[config.mk]
export PLATFORM = sky130hd
export DESIGN_NAME = data_cache
export DESIGN_NICKNAME = d
export VERILOG_FILES = /design/src/rtl/data_cache.sv
export SDC_FILE = /design/constraint.sdc
export NUM_CORES = 1
export LEC_CHECK = 0
export ABC_AREA = 1
export BUFFER_PORTS_ARGS = -buffer_cell sky130_fd_sc_hd__buf_4
export CAP_MARGIN = 25
export CORE_MARGIN = 2
export CORE_UTILIZATION = 30
export CTS_CLUSTER_SIZE = 40
export DETAILED_ROUTE_END_ITERATION = 8
export PLACE_DENSITY = 0.47
export SLEW_MARGIN = 30
export SYNTH_ARGS = -nofsm -noshare
export SYNTH_HDL_FRONTEND = slang
export SYNTH_SLANG_ARGS = --single-unit
export TNS_END_PERCENT = 50
[constraint.sdc]
create_clock -name clock -period 6.43 [get_ports clock]
set_input_delay 0 -clock clock [delete_from_list [all_inputs] [get_ports clock]]
set_output_delay 0 -clock clock [all_outputs]
set_load 0.005 [all_outputs]
[src/rtl/data_cache.sv]
// Direct-mapped write-back/write-allocate cache, 8 sets x 4 bytes; hits are zero-latency,
// misses stall via cpu_busywait for 4L+1 (clean) or 8L+1 (dirty) cycles of byte transfers.
module data_cache (
  input  logic       clock,
  input  logic       reset,
  input  logic       cpu_read,
  input  logic       cpu_write,
  input  logic [7:0] cpu_address,
  input  logic [7:0] cpu_writedata,
  output logic [7:0] cpu_readdata,
  output logic       cpu_busywait,
  output logic       mem_read,
  output logic       mem_write,
  output logic [7:0] mem_address,
  output logic [7:0] mem_writedata,
  input  logic [7:0] mem_readdata,
  input  logic       mem_busywait
);

  typedef enum logic [1:0] {IDLE, WRITEBACK, FETCH, UPDATE} state_t;

  state_t          state;
  logic [7:0]      valid;
  logic [7:0]      dirty;
  logic [2:0]      tag_array  [8];
  logic [3:0][7:0] data_array [8];
  logic [1:0]      count;

  logic [1:0] offset;
  logic [2:0] index;
  logic [2:0] cpu_tag;
  logic       request;
  logic       hit;

  assign offset  = cpu_address[1:0];
  assign index   = cpu_address[4:2];
  assign cpu_tag = cpu_address[7:5];
  assign request = cpu_read ^ cpu_write;
  assign hit     = valid[index] && (tag_array[index] == cpu_tag);

  assign cpu_busywait = !reset && request && ((state != IDLE) || !hit);
  assign cpu_readdata = reset ? 8'h00 : data_array[index][offset];

  // A request is only ever raised from a deasserted cycle, so every byte is preceded by a gap.
  always_ff @(posedge clock) begin
    if (reset) begin
      state         <= IDLE;
      valid         <= '0;
      dirty         <= '0;
      count         <= 2'd0;
      mem_read      <= 1'b0;
      mem_write     <= 1'b0;
      mem_address   <= 8'h00;
      mem_writedata <= 8'h00;
    end else begin
      case (state)
        IDLE: begin
          if (request) begin
            if (hit) begin
              if (cpu_write) dirty[index] <= 1'b1;
            end else if (valid[index] && dirty[index]) begin
              state         <= WRITEBACK;
              mem_write     <= 1'b1;
              mem_address   <= {tag_array[index], index, 2'd0};
              mem_writedata <= data_array[index][0];
            end else begin
              state       <= FETCH;
              mem_read    <= 1'b1;
              mem_address <= {cpu_tag, index, 2'd0};
            end
          end
        end
        WRITEBACK: begin
          if (mem_write) begin
            if (!mem_busywait) begin
              mem_write <= 1'b0;
              count     <= count + 2'd1;
              if (count == 2'd3) state <= FETCH;
            end
          end else begin
            mem_write     <= 1'b1;
            mem_address   <= {tag_array[index], index, count};
            mem_writedata <= data_array[index][count];
          end
        end
        FETCH: begin
          if (mem_read) begin
            if (!mem_busywait) begin
              mem_read <= 1'b0;
              count    <= count + 2'd1;
              if (count == 2'd3) state <= UPDATE;
            end
          end else begin
            mem_read    <= 1'b1;
            mem_address <= {cpu_tag, index, count};
          end
        end
        UPDATE: begin
          tag_array[index] <= cpu_tag;
          valid[index]     <= 1'b1;
          dirty[index]     <= 1'b0;
          state            <= IDLE;
        end
        default: state <= IDLE;
      endcase
    end
  end

  // Data storage carries no reset; contents are meaningless until the set is valid.
  always_ff @(posedge clock) begin
    if (!reset) begin
      if (state == IDLE && request && hit && cpu_write)
        data_array[index][offset] <= cpu_writedata;
      else if (state == FETCH && mem_read && !mem_busywait)
        data_array[index][count] <= mem_readdata;
    end
  end

endmodule

Yosys cells after proc, flatten, opt, wreduce, memory -nomap -nowiden --
Memories as Yosys holds them, arrays and structs flattened. Cells that the tools add are included.
Word-level totals: logic and storage cells 200, ROM bits 0, input port bits 29, memories kept 2, register bits 38, bits in writable memories 280, latch bits 0, output and inout port bits 27
Operators by class: multiply operators 0, muxes and demuxes 97, divide/modulo/power cells 0, reductions and logical operators 30, equal/unequal tests 19, add/subtract/negate cells 1, shift-type cells 0, bitwise operators 37, $lt $le $gt $ge 6
Memories:
- data_array | words 8, bits a word 32, rd ports 1, clocked after memory_dff 0, write ports 1, line 26 | logic [3:0][7:0] data_array [8];
- tag_array | words 8, bits a word 3, rd ports 1, clocked after memory_dff 0, write ports 1, line 25 | logic [2:0] tag_array [8];
Operator list (count):
- 8-bit 2-to-1 mux | 17
- 32-bit 2-to-1 mux | 2
- 1-bit 2-to-1 mux | 52
- 8-bit binary-select mux with 2-bit select | 2
- 8-bit demux with 2-bit select | 2
- 1-bit bitwise OR | 32
- 8-bit one-hot mux with 2 select lines | 2
- 2-bit inequality test, second input constant | 14
- 2-bit 2-to-1 mux | 12
- 8-bit one-hot mux with 3 select lines | 1
- 8-bit bitwise OR | 2
- 1-bit logical AND | 12
- 4-bit AND reduction | 3
- 5-bit AND reduction | 2
- 2-bit nonzero test | 5
- 8-bit AND | 1
- 8-bit NOT | 1
- 2-bit one-hot mux with 4 select lines | 1
- 8-bit AND reduction | 1
- 1-bit binary-select mux with 3-bit select | 2
- 2-bit equality test, second input constant | 3
- 2-bit by 3-bit less-than comparator with 1-bit output, second input constant | 2
- 2-bit by 1-bit >= comparator with 1-bit output, second input constant | 2
- 3-bit by 4-bit less-than comparator with 1-bit output, second input constant | 1
- other kinds (13) | 16

Logic depth before layout (Yosys ltp) --
word-level depth 9, gate-level depth with buffers 17

Least setup slack after synthesis --
OpenSTA, ideal clock, no wires.
path kind reg2reg, from reg state[0], to mem data_array[0][0] (netlist name) (enable), arrival time 1981 ps, clock period less this slack 2356 ps, cell stages (with the launch flop) 7, setup slack 4074 ps, cells stage by stage dfxtp_1 inv_1 ha_1 nand3_1 nor2_1 nand3_4 a21oi_1
Between the ends: longest elaborated chain between the ends 8, elaborated cells between the ends (all ways) 15, those cells by class eq/ne: 1; mux: 7; bitwise: 1; reduce/logical: 6
Ends and longest elaborated chain:
- from (decl) | line 22 | state_t state;
- from (signal assigned) | line 47 | state <= IDLE;
- from (signal assigned) | line 62 | state <= WRITEBACK;
- from (signal assigned) | line 67 | state <= FETCH;
- 2-bit equality test / 2-bit zero test (equally long branches) | line 114, 112
- 1-bit logical AND, on equally long branches (2 in a row) | line 114, 112
- 1-bit 2-to-1 mux / 1-bit logical AND (equally long branches) | line 114, 112
- 1-bit 2-to-1 mux | line 112 | if (state == IDLE && request && hit && cpu_write)
- 1-bit 2-to-1 mux | line 111 | if (!reset) begin
- 32-bit 2-to-1 mux, on equally long branches | line 115, 113
- 1-bit bitwise OR (no source line) (*)
- to (decl) | line 26
Every way passes the cells marked *; elsewhere a longest branch is shown, timed or not.

Worst setup path after layout --
from in cpu_address[4], to mem data_array[4][16] (netlist name) (enable)
Between the ends: longest elaborated chain between the ends 9, elaborated cells between the ends (all ways) 14, those cells by class eq/ne: 1; mux: 8; bitwise: 1; reduce/logical: 3; memory: 1
Ends and longest elaborated chain:
- from (decl) | line 8 | input logic [7:0] cpu_address,
- memory read 8 x 3 bit / 1-bit binary-select mux with 3-bit select (equally long branches)
- 3-bit equality test / 1-bit 2-to-1 mux (equally long branches) | line 39 | assign hit = valid[index] && (tag_array[index] == cpu_tag);
- 1-bit logical AND | line 39
- 1-bit logical AND (2 in a row) | line 112
- 1-bit 2-to-1 mux | line 112
- 1-bit 2-to-1 mux | line 111
- 32-bit 2-to-1 mux, on equally long branches | line 113, 115
- 1-bit bitwise OR (no source line)
Parallel ways exist; a longest one is shown, timed or not. The select of a mux whose other input is x is not followed.

==> reports/metrics.cfg <==
[sta]
skew_ps = 15.1
setup_viol = 0
slew_headroom = 0.345
slew_violations = 0
holdWs_ps = 135
fin_tns_setup_ps = 0
hold_violations = 0
fmax_mhz = 281
worst_pin_slew_ps = 978
fin_crit_sh = 0.553
fin_ws_ps = 2870
fin_crit_ps = 3560
rsz0062_at_grt = false

[global_routing]
grt_pass1_wl_mm = 65.8
grt-ovfl-total = 0
grt_usage = 0.180
grt_pass1_vias = 10300
antenna_found_initial = 1
met1_usage = 0.233
busiest_layer = met2
use_met3 = 0.0315
grtUsageMet2 = 0.301
grt_max_degree = 118

[cells_and_area]
nFillCells = 4761
nets = 1514
drive_gt1_frac = 0.105
areaGrowthSynthToFinish_pct = 14.8
final-instance-count-excl-fill = 2112
antennaDiodeCount = 0

[route]
drc = 0
vias = 10300
routedWlPerCell_um = 20.9
ant_nets = 0
wl_mm = 44.2
drt_iter0_drc = 890
via_per_inst = 4.90
drt-pass1-iter-count = 5

[clock_tree]
htree_levels = 2
cts-buffers-inserted = 37
cts.path.max_buffers = 3
cts_root_buffer = clkbuf_16
clk_pin_slew_ps = 60
cts_tree = yes
cts_sinks = 318
clk-insertion-delay-late_ps = 550
ctsResizeCount = 0

[die]
rows = 79
dieArea_um2 = 49400
start_util = 0.306
die_h_um = 222
num_io_pins = 56
core_um2 = 46800
die_x_um = 222

[worst_hold_path]
hold_class = input pin to flip-flop

[worst_setup_path]
cp.buffers_inverters = 4
cp_top_family = simple AND/OR/NAND/NOR gates
critPathArrivalTime_ps = 3720
path_max_fanout = 31
crit_slowest_cell = a21oi_1
slowest_delay_ps = 810
crit_path_start_kind = input pin
crit_required_ps = 6600
crit_chain = dlygate4sd3_1 > buf_4 > inv_2 > nor2_2 > o211ai_1 > nand2_1 > inv_2 > nand2_2 > nand2_2 > nor2_4 > nand3_4 > nor2_4 > nand2_1 > a21oi_1
path_class = input pin to flip-flop
critPathCaptureType = flip-flop

[synth]
yosysSeqAreaShare = 0.642
yosys.area.top_type = edfxtp_1
synth_cell_type_count = 36
yosysWarnings = 0
syn-num-nets = 1475
syn_avg_cell_area_um2 = 9.94
ys_ff_latch = 318
synth_area_um2 = 14300
synthTopCellsByArea = edfxtp_1 59%, nand2_1 14%, dfxtp_1 5.3%
synth_cells = 1437
synth.top_cell.area_share = 0.589

[flow_run]
maxCapViolations = 0

[place]
dpl_worst_slack_ps = 2330
placed_cells = 2038
hpwl_mm = 29.7
place_congestion = 0.826
port-buffer-count = 55

[power]
vdd_drop_max_v = 0.000161
leakagePower_nw = 6.06
p_per_area_nw_per_um2 = 318

[outcome]
status = complete, no violations

[Yosys cell counts]
master	count
a22oi_1	19
a21oi_1	143
nand3_4	5
clkinv_1	6
a22o_1	5
a41oi_1	8
or2_2	19
o21ai_1	35
o21a_1	1
nand3b_1	2
inv_6	1
o22ai_1	6
nand2_1	516
ha_1	9
inv_4	1
nor2_1	85
nand2_4	1
nor2_4	4
o211ai_1	3
inv_1	79
dfxtp_1	38
a221oi_1	1
nor3_1	2
inv_2	6
nand3_1	38
clkbuf_1	22
edfxtp_1	280
o21ai_0	37
buf_4	6
nor2_2	5
buf_1	6
buf_6	9
nand4_1	11
nand2_2	3
buf_2	24
nand4_2	1
[metal layers]
metal | part of all wire | routed length, µm
met1 | 0.44 | 19200
met2 | 0.48 | 21300
met3 | 0.054 | 2370
met4 | 0.029 | 1280
met5 | 0.00029 | 13
[layout make-up]
| class | instances | area (µm²) | area share |
|---|---|---|---|
| repair buffers | 67 | 518 | 0.0316 |
| multi-input cells | 959 | 4390 | 0.268 |
| well taps | 607 | 759 | 0.0463 |
| clock buffers | 47 | 1010 | 0.0613 |
| inverters | 93 | 357 | 0.0217 |
| flip-flops and latches | 318 | 9170 | 0.559 |
| clock inverters | 21 | 201 | 0.0123 |
[cells by family after synthesis]
family,after synthesis,synth area share
AND/OR/NAND/NOR,692,0.201
flip-flops,318,0.642
AO/OA/AOI/OAI,258,0.0986
buffers and inverters,160,0.0510
adder cells (fa/ha/maj),9,0.00788
[what timing repair did]
item | CTS | global route
buffers inserted | 0 | 0
endpoints found under the hold margin | 39 | 0
hold buffers | 6 | 0
[metrics by stage]
stage / instance area, µm² / total power, W / util
finish: 16400 / 0.00522 / 0.351
global placement: 15100 / 0.00316 / 0.324
CTS: 16400 / 0.00527 / 0.351
floorplan: 14300 / 0.00287 / -
detailed placement: 15100 / 0.00316 / 0.324
global route: 16400 / 0.00545 / 0.351
[path summary, 6_finish.rpt]
| kind | end | startpoint | depth (start not counted) | slack [ps] |
|---|---|---|---|---|
| max | data_array[4][16] | cpu_address[4] | 14 | 2870 |
| min | mem_address[3] | cpu_address[3] | 3 | 140 |
| max reg2reg | data_array[2][25] | state[0] | 8 | 3250 |
| min reg2reg | valid[6] | valid[6] | 2 | 460 |
[power by group]
group	internal, W	switching [W]	leakage, nW
registers	0.00231	0.0000368	2.83
logic	0.000239	0.000527	2.65
clock network	0.00127	0.000841	0.583
total	0.00382	0.00140	6.06
[flip-flops by register name, indices dropped and copies added, names as in the netlist, named ones only]
register and flops:
data_array 256, tag_array 24, valid 8, mem_address 8, mem_writedata 8, state 2, mem_write 1, count 2
mem_read 1
[placed cells by master (no fill, tap or decap), types with 19 or more instances in the layout]
cell type / instances
or2_2: 19
o21ai_1: 35
inv_1: 79
o21ai_0: 37
dfxtp_1: 38
a21oi_1: 143
nor2_1: 84
nand3_1: 38
edfxtp_1: 280
nand2_1: 516
clkbuf_16: 39
a22oi_1: 19
buf_4: 61
[worst min-delay path: stages]
cell and delay (ps):
buf_4 310, nand4_1 230, a21oi_1 70
Power figures use the tool's default switching activity.
